`config.mk`:
```
export PLATFORM = sky130hd
export DESIGN_NAME = fp_unpack_responder
export DESIGN_NICKNAME = d
export VERILOG_FILES = /design/src/rtl/fp_unpack_responder.sv
export SDC_FILE = /design/constraint.sdc
export NUM_CORES = 1
export LEC_CHECK = 0
export ABC_AREA = 1
export CORE_ASPECT_RATIO = 1.4
export CORE_MARGIN = 5
export CORE_UTILIZATION = 33
export CTS_CLUSTER_DIAMETER = 150
export DETAILED_ROUTE_END_ITERATION = 12
export PLACE_DENSITY = 0.6
export SLEW_MARGIN = 20
export SYNTH_ARGS = -nofsm -noshare
export SYNTH_HDL_FRONTEND = slang
export SYNTH_SLANG_ARGS = --single-unit
```
`constraint.sdc`:
```
create_clock -name clk -period 9.9 [get_ports clk]
set_clock_uncertainty 0.15 [all_clocks]
set_input_delay 1.485 -clock clk [delete_from_list [all_inputs] [get_ports clk]]
set_output_delay 1.485 -clock clk [all_outputs]
set_load 0.03 [all_outputs]
```
`src/rtl/fp_unpack_responder.sv`:
```
// Responder that unpacks an IEEE-754 single into sign, unbiased exponent,
// explicit-hidden-bit mantissa and class; denormals normalised one bit per cycle.
module fp_unpack_responder #(
    parameter int EXP_W = 10,
    parameter int BIAS  = 127
) (
    input  logic             clk,
    input  logic             reset,
    input  logic             req_en,
    input  logic [31:0]      req_data,
    output logic             busy,
    output logic             rsp_valid,
    output logic             rsp_sign,
    output logic [EXP_W-1:0] rsp_exp,
    output logic [23:0]      rsp_mant,
    output logic [1:0]       rsp_class
);

    typedef enum logic [1:0] {IDLE, DECODE, NORM, DONE} state_t;

    localparam logic [1:0] CLS_ZERO   = 2'd0;
    localparam logic [1:0] CLS_NORMAL = 2'd1;
    localparam logic [1:0] CLS_INF    = 2'd2;
    localparam logic [1:0] CLS_NAN    = 2'd3;

    localparam logic [EXP_W-1:0] BIAS_E  = EXP_W'(BIAS);
    localparam logic [EXP_W-1:0] DEN_EXP = EXP_W'(1 - BIAS);
    localparam logic [EXP_W-1:0] MAX_EXP = EXP_W'(128);

    state_t state, state_nxt;

    logic [31:0]      data_q;
    logic [EXP_W-1:0] exp_q, exp_nxt;
    logic [23:0]      mant_q, mant_nxt;
    logic [1:0]       cls_q, cls_nxt;
    logic [7:0]       efield;
    logic [22:0]      frac;

    assign efield    = data_q[30:23];
    assign frac      = data_q[22:0];
    assign busy      = (state != IDLE);
    assign rsp_valid = (state == DONE);

    always_comb begin
        state_nxt = state;
        exp_nxt   = exp_q;
        mant_nxt  = mant_q;
        cls_nxt   = cls_q;
        case (state)
            IDLE: begin
                if (req_en) state_nxt = DECODE;
            end
            DECODE: begin
                if (efield == 8'h00) begin
                    if (frac == '0) begin
                        mant_nxt  = '0;
                        exp_nxt   = '0;
                        cls_nxt   = CLS_ZERO;
                        state_nxt = DONE;
                    end else begin
                        mant_nxt  = {1'b0, frac};
                        exp_nxt   = DEN_EXP;
                        cls_nxt   = CLS_NORMAL;
                        state_nxt = NORM;
                    end
                end else if (efield == 8'hFF) begin
                    mant_nxt  = {1'b1, frac};
                    exp_nxt   = MAX_EXP;
                    cls_nxt   = (frac == '0) ? CLS_INF : CLS_NAN;
                    state_nxt = DONE;
                end else begin
                    mant_nxt  = {1'b1, frac};
                    exp_nxt   = {{(EXP_W-8){1'b0}}, efield} - BIAS_E;
                    cls_nxt   = CLS_NORMAL;
                    state_nxt = DONE;
                end
            end
            NORM: begin
                // Leave on the shift that sets the leading bit, so L shifts cost L cycles.
                if (mant_q[23]) begin
                    state_nxt = DONE;
                end else begin
                    mant_nxt = mant_q << 1;
                    exp_nxt  = exp_q - 1'b1;
                    if (mant_q[22]) state_nxt = DONE;
                end
            end
            DONE: begin
                state_nxt = IDLE;
            end
            default: state_nxt = IDLE;
        endcase
    end

    always_ff @(posedge clk or posedge reset) begin
        if (reset) begin
            state     <= IDLE;
            data_q    <= '0;
            exp_q     <= '0;
            mant_q    <= '0;
            cls_q     <= '0;
            rsp_sign  <= 1'b0;
            rsp_exp   <= '0;
            rsp_mant  <= '0;
            rsp_class <= '0;
        end else begin
            state  <= state_nxt;
            exp_q  <= exp_nxt;
            mant_q <= mant_nxt;
            cls_q  <= cls_nxt;
            if (state == IDLE && req_en) data_q <= req_data;
            if (state != DONE && state_nxt == DONE) begin
                rsp_sign  <= data_q[31];
                rsp_exp   <= exp_nxt;
                rsp_mant  <= mant_nxt;
                rsp_class <= cls_nxt;
            end
        end
    end

endmodule

```
==> results.toml, run 1 <==
[setup_path]
worst_setup_path_endpoint = "busy"
reg2reg_setup_slack_ns = 6.65
timing.rr.start = "state[1]$_DFF_PP0_"
worst-r2r-cell-count = 9
regToRegEndpoint = "rsp_class[0]$_DFFE_PP0P_"
critPathRequiredTime_ns = 8.27
critical_path.slowest_cell = "sky130_fd_sc_hd__clkdlybuf4s50_1"
critical_path.startpoint_type = "flop"
timing.setup.critical_path_class = "flop to primary output"
critical_path_arrival_ns = 1.80
crit_path_cell_trace = "inv_1, ha_1, inv_1, clkdlybuf4s50_1"
critical_path.n_buffers_inverters = 3
setup.worst_path.end_class = "primary output"
worst_path_dominant_cell_family = "buffers and inverters"
worstPathMaxFanout = 5
worst_path_most_repeated_cell = "sky130_fd_sc_hd__inv_1"
critPathLaunch = "state[1]$_DFF_PP0_"
critical_path_depth = 4
critical_path.max_stage_delay_ns = 0.66

[global_route]
globalRouteTotalUtil = 0.145
grt.overflow.total = 0
grt_antenna_before_repair = 0
grt_max_degree = 68
grt_pass1_wl_um = 20800
first_global_vias = 4251

[floorplan]
pin_count = 74
design.die.area_sq_mm = 0.0182
floorplan.die.width_um = 115
number_of_core_rows = 54
core-area_sq_mm = 0.0154
dieHeight_um = 158
initial_utilization = 0.333

[detailed_routing]
viasPerCell = 4.71
avgRoutedWirePerCell_um = 14.7
route.detailed.drc = 0
wirelength_um = 12700
vias = 4059
drtPass1Iterations = 4
drt_iter0_drc = 150
detail-route-antenna-nets = 0

[synthesis]
yosys_register_bits = 107
yosys.cell_count.top_type = "sky130_fd_sc_hd__nand2_1"
post_synth_xor_area_fraction = 0.00342
syn_inst = 600
post_synth_edffs = 0
synth-seq-area-share = 0.522
synth_top_cell_by_area = "sky130_fd_sc_hd__dfrtp_1"
synth_commonest_cells = "sky130_fd_sc_hd__nand2_1, sky130_fd_sc_hd__dfrtp_1, sky130_fd_sc_hd__inv_1, sky130_fd_sc_hd__o21ai_0, sky130_fd_sc_hd__nor2_1"
netlist-cell-type-count = 36
mux_share_of_post_synthesis_cell_area = 0.0461
postSynth.asyncResetShare = 1.00
synth_top_family_by_area = "simple AND/OR/NAND/NOR gates"
syn-mean-instance-area_sq_um = 8.55
syn_nets = 643
synth-compound-area-share = 0.0847
post_synth_and_or_nand_nor_area_fraction = 0.242
synth_largest_type_area_fraction = 0.522
yosys_warnings = 0
ys_dominant_reg_cell = "sky130_fd_sc_hd__dfrtp_1"
yosys.area_share.adder = 0.0195
synth.top_cells.by_area = "sky130_fd_sc_hd__dfrtp_1, sky130_fd_sc_hd__nand2_1, sky130_fd_sc_hd__o21ai_0, sky130_fd_sc_hd__mux2_2, sky130_fd_sc_hd__inv_1"
synth.cell_area_sq_mm = 0.00513

[timing]
maxClockFrequency_mhz = 291
setup-tns-final_ns = 0
finalSetupViolCount = 0
post-route-period-util = 0.347
maxSlewHeadroom = 0.305
post-route-min-period_ns = 3.44
maxSlewViolCount = 0
grt_setup_unrepaired = "no"
final_hold_viol_count = 0
max_slew.worst_pin.slew_ns = 1.04

[power_and_ir_drop]
pwr-share-clk = 0.179
share_seq_of_total_power = 0.331
power_report.internal_total_mw = 1.23
leakage_nw = 2.98
p_comb_frac = 0.490
power_per_cell_area_mw_per_mm2 = 354
power_switching_mw = 0.995
swShare = 0.447
power.ir.vdd_worst_mv = 0.140

[hold_path]
holdCritPathClass = "flop to flop"

[clock_tree]
cts.sink_count = 107
cts-resized-gates = 0
cts-htree-levels = 3
clkLatencyLatePin_ns = 0.35
clock_tree.root_cell = "sky130_fd_sc_hd__clkbuf_16"
cts_buffer_depth = 2
clock_tree_from_tritoncts = "built"
clkSlewWorstSetupHoldPaths_ns = 0.07
cts_setup_buffers = 0
tritoncts.num_buffers = 9
cts_hold_buffers = 0

[status]
status = "complete, no violations"

[place]
dpl.hpwl_um = 9100
port_buffers = 73
globalplace.congestion = 0.791

[final_layout]
seqCellArea_sq_mm = 0.00268
fin_nets = 704
n_antenna_cell = 0
fillers = 1626
final_core_util = 0.408
multi_input_area_sq_mm = 0.00203
layout-area-overhead-vs-synth_pct = 22.7
layout-drive-gt1-share = 0.0901

[run]
maxCapViolCount = 0
cells in the final DEF (no fill, tap or decap), drive strengths merged, types with 8 or more instances in the layout:
| cell | count |
|---|---|
| o21ai | 52 |
| nand3 | 34 |
| clkbuf | 10 |
| mux2 | 21 |
| clkdlybuf4s50 | 73 |
| a21oi | 14 |
| dfrtp | 107 |
| nor2 | 47 |
| inv | 67 |
| ha | 8 |
| nand2 | 196 |
| nand4 | 9 |
sequential cells by signal, summed over array words and instances (netlist names):
signal,cells
data_q,32
mant_q,24
rsp_mant,24
exp_q,10
rsp_exp,10
cls_q,2
rsp_class,2
state,2
rsp_sign,1
layout make-up:
| class | count | share of cell area |
|---|---|---|
| inverters | 65 | 0.0392 |
| well taps | 196 | 0.0390 |
| clock buffers | 10 | 0.0380 |
| repair buffers | 76 | 0.120 |
| clock inverters | 6 | 0.0151 |
| flip-flops and latches | 107 | 0.426 |
| multi-input cells | 402 | 0.323 |
kinds of logic (layout without fill, tap and decap cells):
group	Yosys count	count (layout)
simple gates	292	292
mux	21	21
compound gates	79	79
buf+inv	91	157
xor+xnor	2	2
fa+ha+maj	8	8
flops	107	107
worst min-delay path by stage:
| stage | cells after the start | endpoint | startpoint |
|---|---|---|---|
| finish | 2 | rsp_mant[10]$_DFFE_PP0P_ | rsp_mant[10]$_DFFE_PP0P_ |
| global route | 2 | rsp_mant[9]$_DFFE_PP0P_ | rsp_mant[9]$_DFFE_PP0P_ |
| CTS | 2 | rsp_mant[10]$_DFFE_PP0P_ | rsp_mant[10]$_DFFE_PP0P_ |
| detailed placement | 2 | rsp_mant[10]$_DFFE_PP0P_ | rsp_mant[10]$_DFFE_PP0P_ |
| global placement | 2 | rsp_mant[10]$_DFFE_PP0P_ | rsp_mant[10]$_DFFE_PP0P_ |
| floorplan | 2 | cls_q[1]$_DFF_PP0_ | cls_q[1]$_DFF_PP0_ |
power by group through the flow:
stage / sequential [mW] / combinational [mW] / clock (mW)
global placement: 0.744 / 1.09 / 0
floorplan: 0.799 / 0.764 / 0
detailed placement: 0.746 / 1.11 / 0
finish: 0.736 / 1.09 / 0.399
CTS: 0.738 / 1.11 / 0.409
global route: 0.757 / 1.22 / 0.431
routing by layer:
layer / share of wire / track usage / vias to the layer above
met4: 0.016 / 0.0481 / 0
met2: 0.55 / 0.269 / 67
met5: 0 / 0 / -
li1: - / - / 2026
met3: 0.031 / 0.0300 / 16
met1: 0.41 / 0.165 / 1950
tightest hold or removal path, cell delays in order (launching register included):
cell	delay, ns
sky130_fd_sc_hd__dfrtp_1	0.35
sky130_fd_sc_hd__nand2_1	0.05
sky130_fd_sc_hd__nand2_1	0.05
metrics by stage:
step | instances | hold slack (ns) | worst slack, ns | power (mW) | instance area [sq um]
after floorplan | 600 | 0.312 | 5.45 | 1.56 | 5130
after global placement | 846 | 0.317 | 6.46 | 1.83 | 5960
after detailed placement | 846 | 0.316 | 6.41 | 1.85 | 5960
after CTS | 862 | 0.334 | 6.44 | 2.26 | 6290
after global routing | 862 | 0.353 | 6.39 | 2.41 | 6290
final | 862 | 0.327 | 6.46 | 2.22 | 6290
Note: power is estimated with default switching activity, not from simulation.
==> run 2, diff against run 1 <==
Settings changed: PLACE_DENSITY 0.6 to 0.62.
Clock period 9.9 ns to 3.1 ns, I/O delays scaled along.
==> run 2 against run 1 <==
Against the previous run:
- total power rose to 3.2 times the previous value
- die area unchanged
- sequential share of layout area about the same
- critical path depth rose by 5
- sequential power rose to 3.2 times the previous value
- largest cell class unchanged
==> results.toml, run 2 (synthesized netlist as in run 1, its figures left out) <==
[detailed_routing]
avgRoutedWirePerCell_um = 15.1
viasPerCell = 4.86
route.detailed.drc = 0
detail-route-antenna-nets = 0
wirelength_um = 13100
drt_iter0_drc = 193
drtPass1Iterations = 4
vias = 4214

[timing]
final_hold_viol_count = 0
maxClockFrequency_mhz = 401
max_slew.worst_pin.slew_ns = 0.759
grt_setup_unrepaired = "no"
post-route-min-period_ns = 2.49
hold_ws_ns = 0.321
maxSlewHeadroom = 0.493
post-route-period-util = 0.804
setup-tns-final_ns = 0
finalSetupViolCount = 0
maxSlewViolCount = 0

[final_layout]
layout-area-overhead-vs-synth_pct = 22.5
layout-drive-gt1-share = 0.0939
fin_nets = 709
largest_reg_flops = 32
fin_area_sq_mm = 0.00628
fillers = 1564
most-common-layout-cells = "sky130_fd_sc_hd__nand2_1, sky130_fd_sc_hd__dfrtp_1, sky130_fd_sc_hd__clkdlybuf4s50_1"
largest-register = "data_q"
layout_commonest_cell = "sky130_fd_sc_hd__nand2_1"
largestRegisters = "data_q (32), mant_q (24), rsp_mant (24)"
n_antenna_cell = 0

[floorplan]
core-area_sq_mm = 0.0154
pin_count = 74
initial_utilization = 0.333
number_of_core_rows = 54
floorplan.die.width_um = 115
dieHeight_um = 158
design.die.area_sq_mm = 0.0182

[place]
globalplace.congestion = 0.872
dpl.hpwl_um = 9530
placed_cell_area_sq_mm = 0.00600
port_buffers = 73

[global_route]
grt_use_met1 = 0.171
grt.met3_usage = 0.0335
globalRouteTotalUtil = 0.150
first_global_vias = 4397
groute.layer.met2.usage = 0.276
top_usage_layer = "met2"
grt.overflow.total = 0
grt_antenna_before_repair = 0
grt_pass1_wl_um = 21600
grt_max_degree = 44

[setup_path]
timing.setup.critical_path_class = "flop to flop"
timing.rr.start = "state[0]$_DFF_PP0_"
setup.worst_path.end_class = "flop"
critical_path_arrival_ns = 2.62
worstPathMaxFanout = 23
critical_path.startpoint_type = "flop"
reg2reg_setup_slack_ns = 0.61
regToRegEndpoint = "rsp_mant[19]$_DFFE_PP0P_"
worst-r2r-cell-count = 9
critPathRequiredTime_ns = 3.23

[status]
status = "complete, no violations"

[clock_tree]
clock_tree_from_tritoncts = "built"
clock_tree.root_cell = "sky130_fd_sc_hd__clkbuf_16"
cts-htree-levels = 3
tritoncts.num_buffers = 9
clkSlewWorstSetupHoldPaths_ns = 0.07
cts.sink_count = 107
cts_hold_buffers = 0
clkLatencyLatePin_ns = 0.35
cts_setup_buffers = 0
cts_buffer_depth = 2
cts-resized-gates = 0

[power_and_ir_drop]
leakage_nw = 2.98
power_per_cell_area_mw_per_mm2 = 1120
power.ir.vdd_worst_mv = 0.500

[hold_path]
holdCritPathClass = "flop to flop"
worstHoldStart = "rsp_mant[23]$_DFFE_PP0P_"
min_delay_path_depth = 2
whs_endpoint = "rsp_mant[23]$_DFFE_PP0P_"

[run]
maxCapViolCount = 0
-- run 2: cell types whose count changed in the layout (fill, tap and decap cells not counted) --
cell / change
sky130_fd_sc_hd__buf_4: +4
sky130_fd_sc_hd__clkinv_2: +3
sky130_fd_sc_hd__bufinv_16: -2
sky130_fd_sc_hd__clkinv_4: -2
sky130_fd_sc_hd__a21oi_1: +1
sky130_fd_sc_hd__a21oi_2: -1
sky130_fd_sc_hd__buf_12: +1
sky130_fd_sc_hd__clkbuf_1: +1
sky130_fd_sc_hd__clkbuf_8: +1
sky130_fd_sc_hd__clkinvlp_4: +1
sky130_fd_sc_hd__inv_4: -1
sky130_fd_sc_hd__inv_6: -1
-- run 2: critical path, cell delays in order, from the launching register on --
cell and delay [ns]:
sky130_fd_sc_hd__dfrtp_1 0.40, sky130_fd_sc_hd__inv_1 0.15, sky130_fd_sc_hd__ha_1 0.23, sky130_fd_sc_hd__buf_4 0.22, sky130_fd_sc_hd__nand2_1 0.47, sky130_fd_sc_hd__o21ai_0 0.36, sky130_fd_sc_hd__nand2_1 0.07, sky130_fd_sc_hd__o21ai_0 0.12
sky130_fd_sc_hd__nand2_1 0.13, sky130_fd_sc_hd__nand2_1 0.12
-- run 2: per-stage QoR --
stage	instances	setup WS, ns	utilization	total power, mW
finish	867	0.608	0.408	7.01
global route	867	0.390	0.408	7.56
CTS	867	0.583	0.408	7.08
detailed placement	851	0.602	0.390	5.97
global placement	851	0.648	0.390	5.85
floorplan	600	1.13	-	4.99
-- run 2: cell type report --
cell class,instances,area [sq um],area share
clock inverters,4,23.8,0.00378
repair buffers,81,803,0.128
flip-flops and latches,107,2680,0.426
multi-input cells,402,2030,0.323
well taps,196,245,0.0390
clock buffers,12,256,0.0408
inverters,65,248,0.0394
-- run 2: metal layers --
metal	wire length, um	vias up	share of wire
met1	5250	2063	0.40
li1	-	2034	-
met5	0	-	0
met3	428	19	0.033
met2	7170	98	0.55
met4	238	0	0.018
-- run 2: worst max path at each step --
stage                                  start                  endpoint
after floorplan           state[0]$_DFF_PP0_  rsp_class[0]$_DFFE_PP0P_
after global placement    state[1]$_DFF_PP0_  rsp_mant[19]$_DFFE_PP0P_
after detailed placement  state[1]$_DFF_PP0_  rsp_mant[19]$_DFFE_PP0P_
after CTS                 state[1]$_DFF_PP0_  rsp_mant[19]$_DFFE_PP0P_
after global routing      state[0]$_DFF_PP0_  rsp_mant[11]$_DFFE_PP0P_
final                     state[0]$_DFF_PP0_  rsp_mant[19]$_DFFE_PP0P_
-- run 2: power breakdown --
part           internal, mW  switching, mW  leakage, nW
Sequential             1.97          0.394         1.34
Clock                 0.588          0.496        0.143
Combinational          1.25           2.32         1.50
